`config.mk`:
```
export PLATFORM = sky130hd
export DESIGN_NAME = serial_adder_nand
export DESIGN_NICKNAME = d
export VERILOG_FILES = /design/src/rtl/serial_adder_nand.sv
export SDC_FILE = /design/constraint.sdc
export NUM_CORES = 1
export LEC_CHECK = 0
export BUFFER_PORTS_ARGS = -buffer_cell sky130_fd_sc_hd__clkbuf_2
export CAP_MARGIN = 25
export CORE_UTILIZATION = 50
export CTS_CLUSTER_DIAMETER = 120
export DETAILED_ROUTE_END_ITERATION = 8
export PLACE_DENSITY = 0.75
export SLEW_MARGIN = 40
export SYNTH_ARGS = -nofsm -noshare
export SYNTH_HDL_FRONTEND = slang
export SYNTH_SLANG_ARGS = --single-unit
export TNS_END_PERCENT = 5
```
`constraint.sdc`:
```
create_clock -name clk -period 1.58 [get_ports clk]
set_clock_uncertainty 0.05 [all_clocks]
set_input_delay 0.316 -clock clk [delete_from_list [all_inputs] [get_ports clk]]
set_output_delay 0.316 -clock clk [all_outputs]
set_load 0.05 [all_outputs]
```
`src/rtl/serial_adder_nand.sv`:
```
// Bit-serial adder (LSB first) built around a 9-NAND full-adder cell, with a start/done handshake.
// Optional signed-overflow output Ovf is enabled by defining SERIAL_ADDER_OVF_EN.

module serial_adder_nand_fa (
    input  logic a_i,
    input  logic b_i,
    input  logic c_i,
    output logic s_o,
    output logic co_o
);
    logic n1, n2, n3, x;
    logic m1, m2, m3;

    // First half adder: x = a ^ b, n1 = ~(a & b)
    nand g1 (n1, a_i, b_i);
    nand g2 (n2, a_i, n1);
    nand g3 (n3, b_i, n1);
    nand g4 (x,  n2,  n3);

    // Second half adder: s = x ^ c, m1 = ~(x & c)
    nand g5 (m1, x,   c_i);
    nand g6 (m2, x,   m1);
    nand g7 (m3, c_i, m1);
    nand g8 (s_o, m2, m3);

    nand g9 (co_o, n1, m1);
endmodule

module serial_adder_nand #(
    parameter int unsigned WIDTH = 8
) (
    input  logic             clk,
    input  logic             rst,
    input  logic             start,
    input  logic [WIDTH-1:0] A,
    input  logic [WIDTH-1:0] B,
    input  logic             Cin,
    output logic             busy,
    output logic             done,
    output logic [WIDTH-1:0] Sum,
    output logic             Carry
`ifdef SERIAL_ADDER_OVF_EN
    ,
    output logic             Ovf
`endif
);
    localparam int unsigned CNT_W = $clog2(WIDTH);

    typedef enum logic [1:0] {
        S_IDLE,
        S_RUN,
        S_DONE
    } state_t;

    state_t           state_q, state_d;
    logic             busy_q, busy_d;
    logic             done_q, done_d;
    logic [WIDTH-1:0] a_q, a_d;
    logic [WIDTH-1:0] b_q, b_d;
    logic [WIDTH-1:0] psum_q, psum_d;
    logic [WIDTH-1:0] sum_q, sum_d;
    logic [CNT_W-1:0] cnt_q, cnt_d;
    logic             carry_q, carry_d;
    logic             cout_q, cout_d;
`ifdef SERIAL_ADDER_OVF_EN
    logic             ovf_q, ovf_d;
`endif

    logic fa_s, fa_c;
    logic accept;
    logic last;

    assign accept = start && (state_q != S_RUN);
    assign last   = (state_q == S_RUN) && (cnt_q == CNT_W'(WIDTH - 1));

    serial_adder_nand_fa u_fa (
        .a_i  (a_q[0]),
        .b_i  (b_q[0]),
        .c_i  (carry_q),
        .s_o  (fa_s),
        .co_o (fa_c)
    );

    // State register; busy/done are registered from the next state so they are glitch-free.
    always_ff @(posedge clk) begin
        if (rst) begin
            state_q <= S_IDLE;
            busy_q  <= 1'b0;
            done_q  <= 1'b0;
        end else begin
            state_q <= state_d;
            busy_q  <= busy_d;
            done_q  <= done_d;
        end
    end

    always_comb begin
        state_d = state_q;
        case (state_q)
            S_IDLE:  if (accept) state_d = S_RUN;
            S_RUN:   if (last)   state_d = S_DONE;
            S_DONE:  state_d = accept ? S_RUN : S_IDLE;
            default: state_d = S_IDLE;
        endcase
    end

    always_comb begin
        busy_d = (state_d == S_RUN);
        done_d = (state_d == S_DONE);
    end

    // Operands shift right so the cell always sees bit cnt at position 0.
    always_comb begin
        a_d     = a_q;
        b_d     = b_q;
        psum_d  = psum_q;
        sum_d   = sum_q;
        cnt_d   = cnt_q;
        carry_d = carry_q;
        cout_d  = cout_q;
`ifdef SERIAL_ADDER_OVF_EN
        ovf_d   = ovf_q;
`endif
        if (accept) begin
            a_d     = A;
            b_d     = B;
            carry_d = Cin;
            cnt_d   = '0;
            psum_d  = '0;
        end else if (state_q == S_RUN) begin
            a_d     = a_q >> 1;
            b_d     = b_q >> 1;
            carry_d = fa_c;
            for (int unsigned i = 0; i < WIDTH; i++) begin
                if (cnt_q == CNT_W'(i)) begin
                    psum_d[i] = fa_s;
                end
            end
            if (last) begin
                sum_d  = psum_d;
                cout_d = fa_c;
`ifdef SERIAL_ADDER_OVF_EN
                ovf_d  = carry_q ^ fa_c;
`endif
            end else begin
                cnt_d = cnt_q + 1'b1;
            end
        end
    end

    always_ff @(posedge clk) begin
        if (rst) begin
            a_q     <= '0;
            b_q     <= '0;
            psum_q  <= '0;
            sum_q   <= '0;
            cnt_q   <= '0;
            carry_q <= 1'b0;
            cout_q  <= 1'b0;
`ifdef SERIAL_ADDER_OVF_EN
            ovf_q   <= 1'b0;
`endif
        end else begin
            a_q     <= a_d;
            b_q     <= b_d;
            psum_q  <= psum_d;
            sum_q   <= sum_d;
            cnt_q   <= cnt_d;
            carry_q <= carry_d;
            cout_q  <= cout_d;
`ifdef SERIAL_ADDER_OVF_EN
            ovf_q   <= ovf_d;
`endif
        end
    end

    assign busy  = busy_q;
    assign done  = done_q;
    assign Sum   = sum_q;
    assign Carry = cout_q;
`ifdef SERIAL_ADDER_OVF_EN
    assign Ovf   = ovf_q;
`endif
endmodule

```
Word level (Yosys, flattened, before mapping)
Index checks and enable logic that the tools add are counted.

operators by class
  bitwise logic cells = 20
  muxes and demuxes = 18
  $add $sub $neg = 1
  reduce and logical (&&, ||, !) cells = 8
  eq/ne operators = 12

operator list
  operator                                               count
  two-way mux 8 bit                                      4
  equality test 3 bit, second input constant             4
  two-way mux 1 bit                                      11
  inverter 1 bit                                         11
  bitwise AND 1 bit                                      9
  equality test 3 x 2 -> 1 bit, second input constant    2
  one-hot mux 2 bit (3 select lines)                     1
  equality test 2 x 1 -> 1 bit, second input constant    2
  equality test 2 bit, second input constant             2
  two-way mux 2 bit                                      2
  adder 3 x 1 -> 3 bit, second input constant            1
  equality test 3 x 1 -> 1 bit, second input constant    1
  zero test 3 bit                                        1
  AND reduction 3 bit                                    1
  logical AND 1 bit                                      2
  zero test 2 bit                                        1
  inequality test 2 x 1 -> 1 bit, second input constant  1
  AND reduction 2 bit                                    1
  nonzero test 2 bit                                     1
  OR reduction 2 bit                                     1

word-level totals
  output and inout port bits = 11
  bits in registers = 41
  logic and storage cells = 69
  input bits = 20

Depth between registers and ports, before layout
Gate-level depths: netlist of run 1.

  depth in word-level cells = 13
  gate-level depth with buffers = 7
  gate-level depth less buffers = 5

Modules after synthesis
From an unflattened synthesis of run 1, not the netlist that was laid out.

unflattened totals
  cells, all modules = 190
  area, all modules = 1905.6 um^2

by module, submodules not included
  module                cells each  sequential area each (um^2)  times used  area each (um^2)
  serial_adder_nand     189         800.8                        1           1885.6
  serial_adder_nand_fa  1           0.0                          1           20.0

Worst setup path after synthesis of run 1
Ideal clock, no wire load.

  path kind = flip-flop to flip-flop
  from = register carry_q
  to = register sum_q[1], in the netlist Sum[1]
  library setup time = 0.080 ns
  data required time = 1.450 ns
  buffers on the path = 1
  cell stages (with the launch flop) = 5
  clock period less this slack = 1.651 ns
  slack = -0.071 ns
  arrival = 1.522 ns
  cells stage by stage = dfxtp_1 fa_1 clkbuf_1 mux2i_1 a211oi_2

on the way
  longest elaborated chain between the ends = 7
  elaborated cells between the ends (all ways) = 9
  those cells by class = mux (1); bitwise (8)

ends and longest elaborated chain
  element                                      RTL line  source
  start, declared                              63        logic carry_q, carry_d;
  start signal, assigned                       169       carry_q <= carry_d;
  bitwise AND 1 bit                            21        nand g5 (m1, x, c_i);
  inverter 1 bit                               21
  bitwise AND 1 bit, on equally long branches  22, 23
  inverter 1 bit, on equally long branches     22, 23
  bitwise AND 1 bit (*)                        24        nand g8 (s_o, m2, m3);
  inverter 1 bit (*)                           24
  two-way mux 1 bit (*)                        135       if (cnt_q == CNT_W'(i)) begin
  end signal, assigned                         167       sum_q <= sum_d;
  end, declared                                61        logic [WIDTH-1:0] sum_q, sum_d;

Mark *: on every way between the ends. The rest lies on a longest branch, timed or not.
A chain may end at the register's enable or synchronous reset.

Worst setup path after layout of run 1
  from = register a_q[0]
  to = register sum_q[5], in the netlist Sum[5]

on the way
  longest elaborated chain between the ends = 13
  elaborated cells between the ends (all ways) = 17
  those cells by class = mux (1); bitwise (16)

ends and longest elaborated chain
  element                                      RTL line  source
  start, declared                              58        logic [WIDTH-1:0] a_q, a_d;
  start signal, assigned                       153       a_q <= '0;
  start signal, assigned                       164       a_q <= a_d;
  bitwise AND 1 bit                            15        nand g1 (n1, a_i, b_i);
  inverter 1 bit                               15
  bitwise AND 1 bit, on equally long branches  16, 17
  inverter 1 bit, on equally long branches     16, 17
  bitwise AND 1 bit (*)                        18        nand g4 (x, n2, n3);
  inverter 1 bit (*)                           18
  bitwise AND 1 bit                            21
  inverter 1 bit                               21
  bitwise AND 1 bit, on equally long branches  22, 23
  inverter 1 bit, on equally long branches     22, 23
  bitwise AND 1 bit (*)                        24
  inverter 1 bit (*)                           24
  two-way mux 1 bit (*)                        135

Marks and branches as above.

==> metrics.cfg, run 1 <==
[global_routing]
grt_pass1_vias=1410
grt-ovfl-total=0
grt.total_usage_pct=20.1
grt_first_pass_wirelength_mm=6.25
grt_max_degree=26
antenna_found_initial=0

[power_and_ir_drop]
pwr-share-comb_pct=18.1
seqPwrFrac_pct=52.2
peakVddDrop_v=0.000820
power.density_mw_per_mm2=914
netSwitchingFraction_pct=26.3
leakagePower_nw=0.944
clockPowerShare_pct=29.7
p_switching_uw=548
p_int_mw=1.54

[clock_network]
clkLatencyLatePin_ps=280
clock_sinks=40
root_buffer=clkbuf_8
cts_buffer_depth=2
clk_pin_slew_worst_paths_ps=70
htree_levels=2
cts_tree=yes
cts_made_buffers=5

[worst_setup_path]
cp-start-kind=flop
crit_type=flop to flop
end_kind=flop
worst-path-max-fanout=5
reg2regPathDepth=4
arrival_ps=1700
required_ps=1730

[synthesis]
synth-edff-count=0
ys_seq_elements=40
syn_avg_cell_area_sq_um=10.0
syn-num-nets=217
netlist_area_sq_mm=0.00190
synth_flop_cell=dfxtp_1
yosys.cell_types.count=29
synth_top_area_share_pct=42.2
async_flop_share_pct=0
ys_warn_count=0
yosysSeqAreaShare_pct=42.2
yosysTopAreaCell=dfxtp_1
synth_top_cells_by_area=dfxtp_1, a211oi_2, mux2i_1
synth_cells=190

[final_layout]
drive_gt1_share_pct=36.4
diodes=0
area_delta_synth_final_pct=20.1
nets=258
finish.utilization_pct=62.3

[sta]
drv_slew=0
slew-limit-headroom_pct=78.1
fmax_mhz=646
fin_crit_sh_pct=97.9
min_period_ps=1550
layout_setup_ws_ps=33.0
grt_setup_unrepaired=true
timing.setup.tns_ps=0
hold_viol_final=0
setup_viol=0
worst_pin_slew_ps=328

[min_path]
whs_path_depth=3
min_path_type=primary input to flop

[placed_design]
gp_congestion=0.774
dp_slack_ps=-44.8
hpwl_mm=2.55
place.port_buffers=30

[drt]
first_pass_iters=4
wl_mm=3.53
via_per_inst=5.17
final_antenna_net_count=0
drc=0
dr.first_iter.drc_count=75
via_count=1443
wl_per_cell_um=12.7

[run]
maxCapViolations=0

[run_status]
status=complete, no violations

[floorplanning]
fp.coreArea_sq_mm=0.00366
row_count=22
die_w_um=63.6
start_util_pct=51.9
die_height_um=63.6
die_area_sq_mm=0.00405
io_pins=31

==> through the flow <==
| stage | power, mW | instances | area [sq um] | hold slack, ps |
|---|---|---|---|---|
| after floorplan | 1.36 | 190 | 1900 | 404 |
| after global placement | 1.46 | 270 | 2170 | 400 |
| after detailed placement | 1.46 | 270 | 2170 | 408 |
| after CTS | 2.09 | 277 | 2250 | 284 |
| after global routing | 2.20 | 279 | 2280 | 277 |
| final | 2.08 | 279 | 2280 | 285 |
==> cell usage in the layout, fill, tap and decap left out, types with 2 or more instances in the layout <==
cell type / Yosys / layout
nand2b_1: 4 / 4
nand3b_1: 2 / 2
nor2_1: 28 / 28
dfxtp_1: 40 / 39
buf_4: 5 / 17
a211oi_2: 19 / 19
o21ai_0: 7 / 7
buf_12: 0 / 2
a21oi_1: 10 / 10
nand2_1: 11 / 11
mux2i_1: 22 / 22
nand4_1: 6 / 6
nor3_1: 2 / 2
ha_1: 6 / 4
clkbuf_8: 0 / 5
clkbuf_2: 1 / 30
a311oi_2: 3 / 3
inv_1: 4 / 4
nand3_1: 3 / 3
==> power groups by stage <==
stage               Clock [mW]  Combinational (mW)  Sequential [mW]
floorplan                    0               0.245             1.11
global placement             0               0.350             1.11
detailed placement           0               0.356             1.11
CTS                      0.642               0.361             1.09
global route             0.694               0.416             1.09
finish                   0.618               0.378             1.09
==> state kept, by name, indices dropped and copies added, names as in the netlist <==
name,count
psum_q,7
Sum,8
cnt_q,3
done,1
carry_q,1
busy,1
Carry,1
state_q,2
b_q,8
a_q,8
==> Yosys cell counts, types with 4 or more instances <==
master and instances:
a211oi_2 19, a21oi_1 10, buf_4 5, dfxtp_1 40, ha_1 6, inv_1 4, mux2i_1 22, nand2_1 11
nand2b_1 4, nand4_1 6, nor2_1 28, o21ai_0 7
==> final cells by class <==
type | instances | area (sq um)
Fill cell | 337 | 1380
Multi-Input combinational cell | 131 | 1010
Sequential cell | 40 | 802
Timing Repair Buffer | 49 | 318
Clock buffer | 6 | 72.6
Tap cell | 48 | 60.1
Inverter | 4 | 15.0
Clock inverter | 1 | 5.00
==> timing repair <==
item | in CTS | in global routing
hold endpoints to repair | 0 | 0
pin swaps | 0 | 3
buffers inserted | 0 | 2
resized for setup | 2 | 6
hold buffers | 0 | 0
setup endpoints to repair | 11 | 12
==> path summary, 6_finish.rpt <==
kind,from,slack [ps],to
hold reg to reg,Carry,410,Carry
setup reg to reg,a_q[0],30,Sum[5]
hold / removal,B[7],280,b_q[7]
setup / recovery,a_q[0],30,Sum[5]
==> cell families (layout without fill, tap and decap cells) <==
| group | count (synthesis) | count (layout) | synth area share (%) |
|---|---|---|---|
| compound gates | 41 | 41 | 20.2 |
| xor+xnor | 1 | 1 | 0.461 |
| fa+ha+maj | 7 | 7 | 5.01 |
| buf+inv | 19 | 60 | 5.73 |
| flops | 40 | 40 | 42.2 |
| mux | 22 | 22 | 11.6 |
| simple gates | 60 | 60 | 14.9 |
==> critical path, cell delays in order (launching register included) <==
cell and delay (ps):
dfxtp_2 340, fa_2 620, buf_4 130, nand3_1 80, a311oi_2 250
==> routing by layer <==
| metal | global-route usage (%) | up-vias | routed length [um] |
|---|---|---|---|
| met2 | 33.2 | 26 | 1690 |
| li1 | - | 746 | - |
| met1 | 24.8 | 667 | 1690 |
| met4 | 5.97 | 0 | 33 |
| met5 | 0 | - | 0 |
| met3 | 6.16 | 4 | 127 |
Power figures use the tool's default switching activity.
==> run 2, diff against run 1 <==
RECOVER_POWER = 25   (was not set)
==> run 2 against run 1 <==
  * Non-clock buffer count did not move
  * Total power about the same
  * Via count stayed put
==> metrics.cfg, run 2 (same netlist as run 1, synthesis figures left out) <==
[global_routing]
grt_first_pass_wirelength_mm=6.25  ; unchanged
grt.total_usage_pct=20.1  ; unchanged
grt_pass1_vias=1410  ; unchanged
grt-ovfl-total=0  ; unchanged
antenna_found_initial=0  ; unchanged
grt_max_degree=26  ; unchanged

[placed_design]
dpl-instance-area_sq_mm=0.00217  ; unchanged
dp.cells=270  ; unchanged
gp_congestion=0.774  ; unchanged
place.port_buffers=30  ; unchanged
dp_slack_ps=-44.8  ; unchanged
hpwl_mm=2.55  ; unchanged

[sta]
slew-limit-headroom_pct=78.0  ; -0.12 points
min_period_ps=1550  ; -0.0176 ps
layout_setup_ws_ps=33.0  ; +0.0176 ps
hold_viol_final=0  ; unchanged
setup_viol=0  ; unchanged
drv_slew=0  ; unchanged
fmax_mhz=646  ; about the same
timing.setup.tns_ps=0  ; unchanged
grt_setup_unrepaired=true
fin_crit_sh_pct=97.9  ; about the same
worst_pin_slew_ps=330  ; +1.80 ps
hold_ws_ps=285  ; unchanged

[final_layout]
diodes=0  ; unchanged
nets=258  ; unchanged
layout_commonest_cell=dfxtp_1
finish.utilization_pct=62.2  ; -0.068 points
area_delta_synth_final_pct=20.0
seq_area_sq_um=802  ; unchanged
nFillCells=337  ; unchanged
final_area_sq_mm=0.00228  ; -0.11%
drive_gt1_share_pct=35.9  ; -0.43 points
multi_input_area_sq_mm=0.00101  ; -0.25%
final_cell_mix=dfxtp_1, clkbuf_2, nor2_1
layout.cells.non_filler=279  ; unchanged

[clock_network]
cts-hold-fix-buffers=0  ; unchanged
root_buffer=clkbuf_8
cts_buffer_depth=2  ; unchanged
clk_pin_slew_worst_paths_ps=70  ; about the same
cts_made_buffers=5  ; unchanged
clkLatencyLatePin_ps=280  ; about the same
clock_sinks=40  ; unchanged
cts_tree=yes
htree_levels=2  ; unchanged

[worst_setup_path]
cp-start-kind=flop
path_delay_family=adder cells
cp_slowest_stage_delay_ps=620  ; about the same
path_buf_inv=1  ; unchanged
crit_type=flop to flop
required_ps=1730  ; about the same
worst-path-max-fanout=5  ; unchanged
crit_slowest_cell=fa_2
arrival_ps=1700  ; about the same
end_kind=flop
cp_cell_sequence=fa_2, buf_4, nand3_1, a311oi_2

[power_and_ir_drop]
power.density_mw_per_mm2=914  ; +0.11%
peakVddDrop_v=0.000820  ; about the same
power.total_mw=2.08  ; about the same
leakagePower_nw=0.947  ; +0.31%

[run]
maxCapViolations=0  ; unchanged

[drt]
dr.first_iter.drc_count=76  ; +1.3%
via_per_inst=5.17  ; unchanged
wl_per_cell_um=12.7  ; about the same
wl_mm=3.53  ; about the same
via_count=1443  ; unchanged
final_antenna_net_count=0  ; unchanged
drc=0  ; unchanged
first_pass_iters=4  ; unchanged

[floorplanning]
fp.coreArea_sq_mm=0.00366  ; unchanged
io_pins=31  ; unchanged
die_height_um=63.6  ; unchanged
row_count=22  ; unchanged
die_area_sq_mm=0.00405  ; unchanged
die_w_um=63.6  ; unchanged
start_util_pct=51.9  ; unchanged

[run_status]
status=complete, no violations

[min_path]
min_path_type=primary input to flop

run 2: cell count changes in the layout (fill, tap and decap cells not counted):
cell,before,now
ha_1,4,5
ha_2,1,0
run 2: layout make-up:
class	instances	area share [%]
Tap cell	48	2.64
Multi-Input combinational cell	131	44.2
Clock buffer	6	3.19
Sequential cell	40	35.2
Inverter	4	0.659
Clock inverter	1	0.220
Timing Repair Buffer	49	13.9
run 2: final timing paths:
kind | startpoint | to | slack (ps) | depth (start not counted)
min | B[7] | b_q[7] | 280 | 3
max reg2reg | a_q[0] | Sum[5] | 30 | 4
min reg2reg | Carry | Carry | 410 | 2
max | a_q[0] | Sum[5] | 30 | 4
run 2: timing repair:
| action | in CTS | in global routing |
|---|---|---|
| resized for setup | 2 | 6 |
| buffers inserted | 0 | 2 |
| pin swaps | 0 | 3 |
| gates cloned | 0 | 0 |
| endpoints found under the setup margin | 11 | 12 |
run 2: where the power goes:
group          internal, mW  total, mW  leakage [nW]  switching, mW
registers              1.06       1.09         0.327         0.0291
logic                 0.178      0.378         0.578          0.200
clock network         0.300      0.618        0.0410          0.318
run 2: worst min-delay path, cell delays in order:
cell      delay (ps)
clkbuf_2          80
mux2i_1           60
nor3_1           110
run 2: per-layer routing:
layer / vias to the layer above / wire (um) / GRT usage [%]
li1: 747 / - / -
met1: 666 / 1680 / 24.8
met2: 26 / 1690 / 33.2
met3: 4 / 127 / 6.16
met4: 0 / 33 / 5.97
met5: - / 0 / 0
==> run 3, diff against run 2 <==
BUFFER_PORTS_ARGS = not set   (was -buffer_cell sky130_fd_sc_hd__clkbuf_2)
CORE_UTILIZATION = 53   (was 50)
DONT_BUFFER_PORTS = 1   (was not set)
GPL_TIMING_DRIVEN = 0   (was not set)
PLACE_DENSITY = 0.71   (was 0.75)
==> run 3 against run 2 <==
  * The flow now finishes with violations (negative setup slack)
  * Clock power is 32% higher
  * Flip-flop and latch count stayed put
  * Final cell count is 12% lower
  * Via count is 6.2% lower
  * Register-to-register slack worse by 50 ps
  * Fmax is 3.2% lower
  * First-iteration DRC count is 38% lower
  * Worst hold slack worse by 220 ps
  * Die area is 5.5% lower
  * Critical path depth is 1 lower
  * Sequential share of layout area is 2.4 points higher
  * Largest cell class unchanged
==> metrics.cfg, run 3 (same netlist as run 1, synthesis figures left out) <==
[drt]
final_antenna_net_count=0  ; unchanged
wl_mm=3.65  ; +3.3%
via_per_inst=5.53  ; +6.9%
drc=0  ; unchanged
wl_per_cell_um=14.9  ; +18%
dr.first_iter.drc_count=47  ; -38%
via_count=1354  ; -6.2%
first_pass_iters=4  ; unchanged

[worst_setup_path]
required_ps=1800  ; +70 ps
crit_type=flop to flop
worst-path-max-fanout=7  ; +2
cp-start-kind=flop
arrival_ps=1820  ; +120 ps
rrSetupSlack_ps=-20  ; -50 ps
rr_startpoint=a_q[0]
end_kind=flop
reg2regPathDepth=3  ; -1
critPathCapture=Sum[4]
worstSetupStartpoint=a_q[0]
rr_endpoint=Sum[4]

[global_routing]
antenna_found_initial=0  ; unchanged
grt_max_degree=13  ; -50%
grt_pass1_vias=1214  ; -14%
gr-usage-met3_pct=6.42  ; +0.26 points
busiest_layer=met2
use_met1_pct=23.4  ; -1.4 points
grt-ovfl-total=0  ; unchanged
grt.total_usage_pct=19.3  ; -0.83 points
grt_first_pass_wirelength_mm=5.32  ; -15%
grtUsageMet2_pct=31.5  ; -1.8 points

[clock_network]
cts-hold-fix-buffers=0  ; unchanged
clkLatencyLatePin_ps=360  ; +80 ps
cts_made_buffers=5  ; unchanged
clock_sinks=40  ; unchanged
root_buffer=clkbuf_4
clk_pin_slew_worst_paths_ps=120  ; +50 ps
cts_tree=yes
post_cts_buffers=0  ; unchanged
htree_levels=2  ; unchanged
cts_buffer_depth=2  ; unchanged

[run]
maxCapViolations=0  ; unchanged

[final_layout]
final_cell_mix=dfxtp_1, nor2_1, mux2i_1
diodes=0  ; unchanged
area_delta_synth_final_pct=14.0
layout_commonest_cell=dfxtp_1
final_area_sq_mm=0.00217  ; -4.9%
nets=226  ; -12%
nFillCells=280  ; -17%
drive_gt1_share_pct=26.6  ; -9.3 points

[sta]
slew-limit-headroom_pct=52.5  ; -25 points
grt_setup_unrepaired=true
fin_crit_sh_pct=101  ; +3.2 points
hold_ws_ps=61.8  ; -223 ps
fmax_mhz=626  ; -3.2%
setup_viol=3  ; +3
drv_slew=0  ; unchanged
worst_pin_slew_ps=712  ; +382 ps
min_period_ps=1600  ; +50.4 ps
hold_viol_final=0  ; unchanged
layout_setup_ws_ps=-17.4  ; -50.4 ps

[placed_design]
dpl-instance-area_sq_mm=0.00196  ; -9.7%
hpwl_mm=2.59  ; +1.7%
place.port_buffers=0  ; -100%
gp_congestion=0.836  ; +8.1%

[floorplanning]
die_height_um=61.9  ; -2.8%
die_area_sq_mm=0.00383  ; -5.5%
die_w_um=61.9  ; -2.8%
start_util_pct=56.0  ; +4.2 points
fp.coreArea_sq_mm=0.00339  ; -7.4%
row_count=21  ; -4.5%
io_pins=31  ; unchanged

[power_and_ir_drop]
power.total_mw=2.26  ; +8.7%
leakagePower_nw=0.807  ; -15%
power.density_mw_per_mm2=1050  ; +14%
peakVddDrop_v=0.000918  ; +12%

[run_status]
violations=negative setup slack
status=finished with violations

[min_path]
hp-start=rst
min_path_type=primary input to flop

-- run 3: repair_timing --
action                     4_1_cts  5_1_grt
setup endpoints to repair       17       16
gates cloned                     0        2
pin swaps                        0        5
resized for setup               11       11
-- run 3: routing by layer --
| layer | vias up | part of all wire, % | wire [um] |
|---|---|---|---|
| li1 | 689 | - | - |
| met4 | 0 | 1.3 | 48 |
| met5 | - | 0 | 0 |
| met2 | 24 | 48 | 1750 |
| met1 | 636 | 46 | 1660 |
| met3 | 5 | 5.2 | 188 |
-- run 3: power breakdown --
group	internal, mW	total (mW)	switching, mW
logic	0.163	0.350	0.187
registers	1.06	1.10	0.0422
clock network	0.484	0.815	0.330
-- run 3: area by class of cell --
class                           count  area [sq um]  share of cell area, %
Clock buffer                        5          37.5                   1.73
Timing Repair Buffer                2          50.0                   2.31
Inverter                            4          15.0                  0.693
Tap cell                           46          57.6                   2.66
Multi-Input combinational cell    131          1020                   47.1
Sequential cell                    40           815                   37.6
Clock inverter                      2          60.1                   2.77
Buffer                             15           110                   5.08
-- run 3: worst min-delay path by stage --
stage | to | slack (ps) | cells after the start
global placement | psum_q[4] | 410 | 2
floorplan | psum_q[0] | 400 | 2
CTS | cnt_q[2] | 60 | 2
finish | cnt_q[2] | 60 | 2
global route | cnt_q[2] | 50 | 2
detailed placement | psum_q[6] | 420 | 2
-- run 3: stage by stage --
step	setup TNS [ps]	setup slack [ps]	utilization (%)	cells
final	-22.1	-17.4	63.9	245
after global routing	-603	-78.6	63.9	245
after CTS	-146	-61.8	61.5	243
after detailed placement	-1090	-142	57.8	236
after global placement	-595	-122	57.8	236
after floorplan	0	39.4	-	190
-- run 3: critical path, stage by stage (launching register included) --
cell	delay, ps
dfxtp_2	360
fa_2	700
nand3_1	130
a311oi_2	270
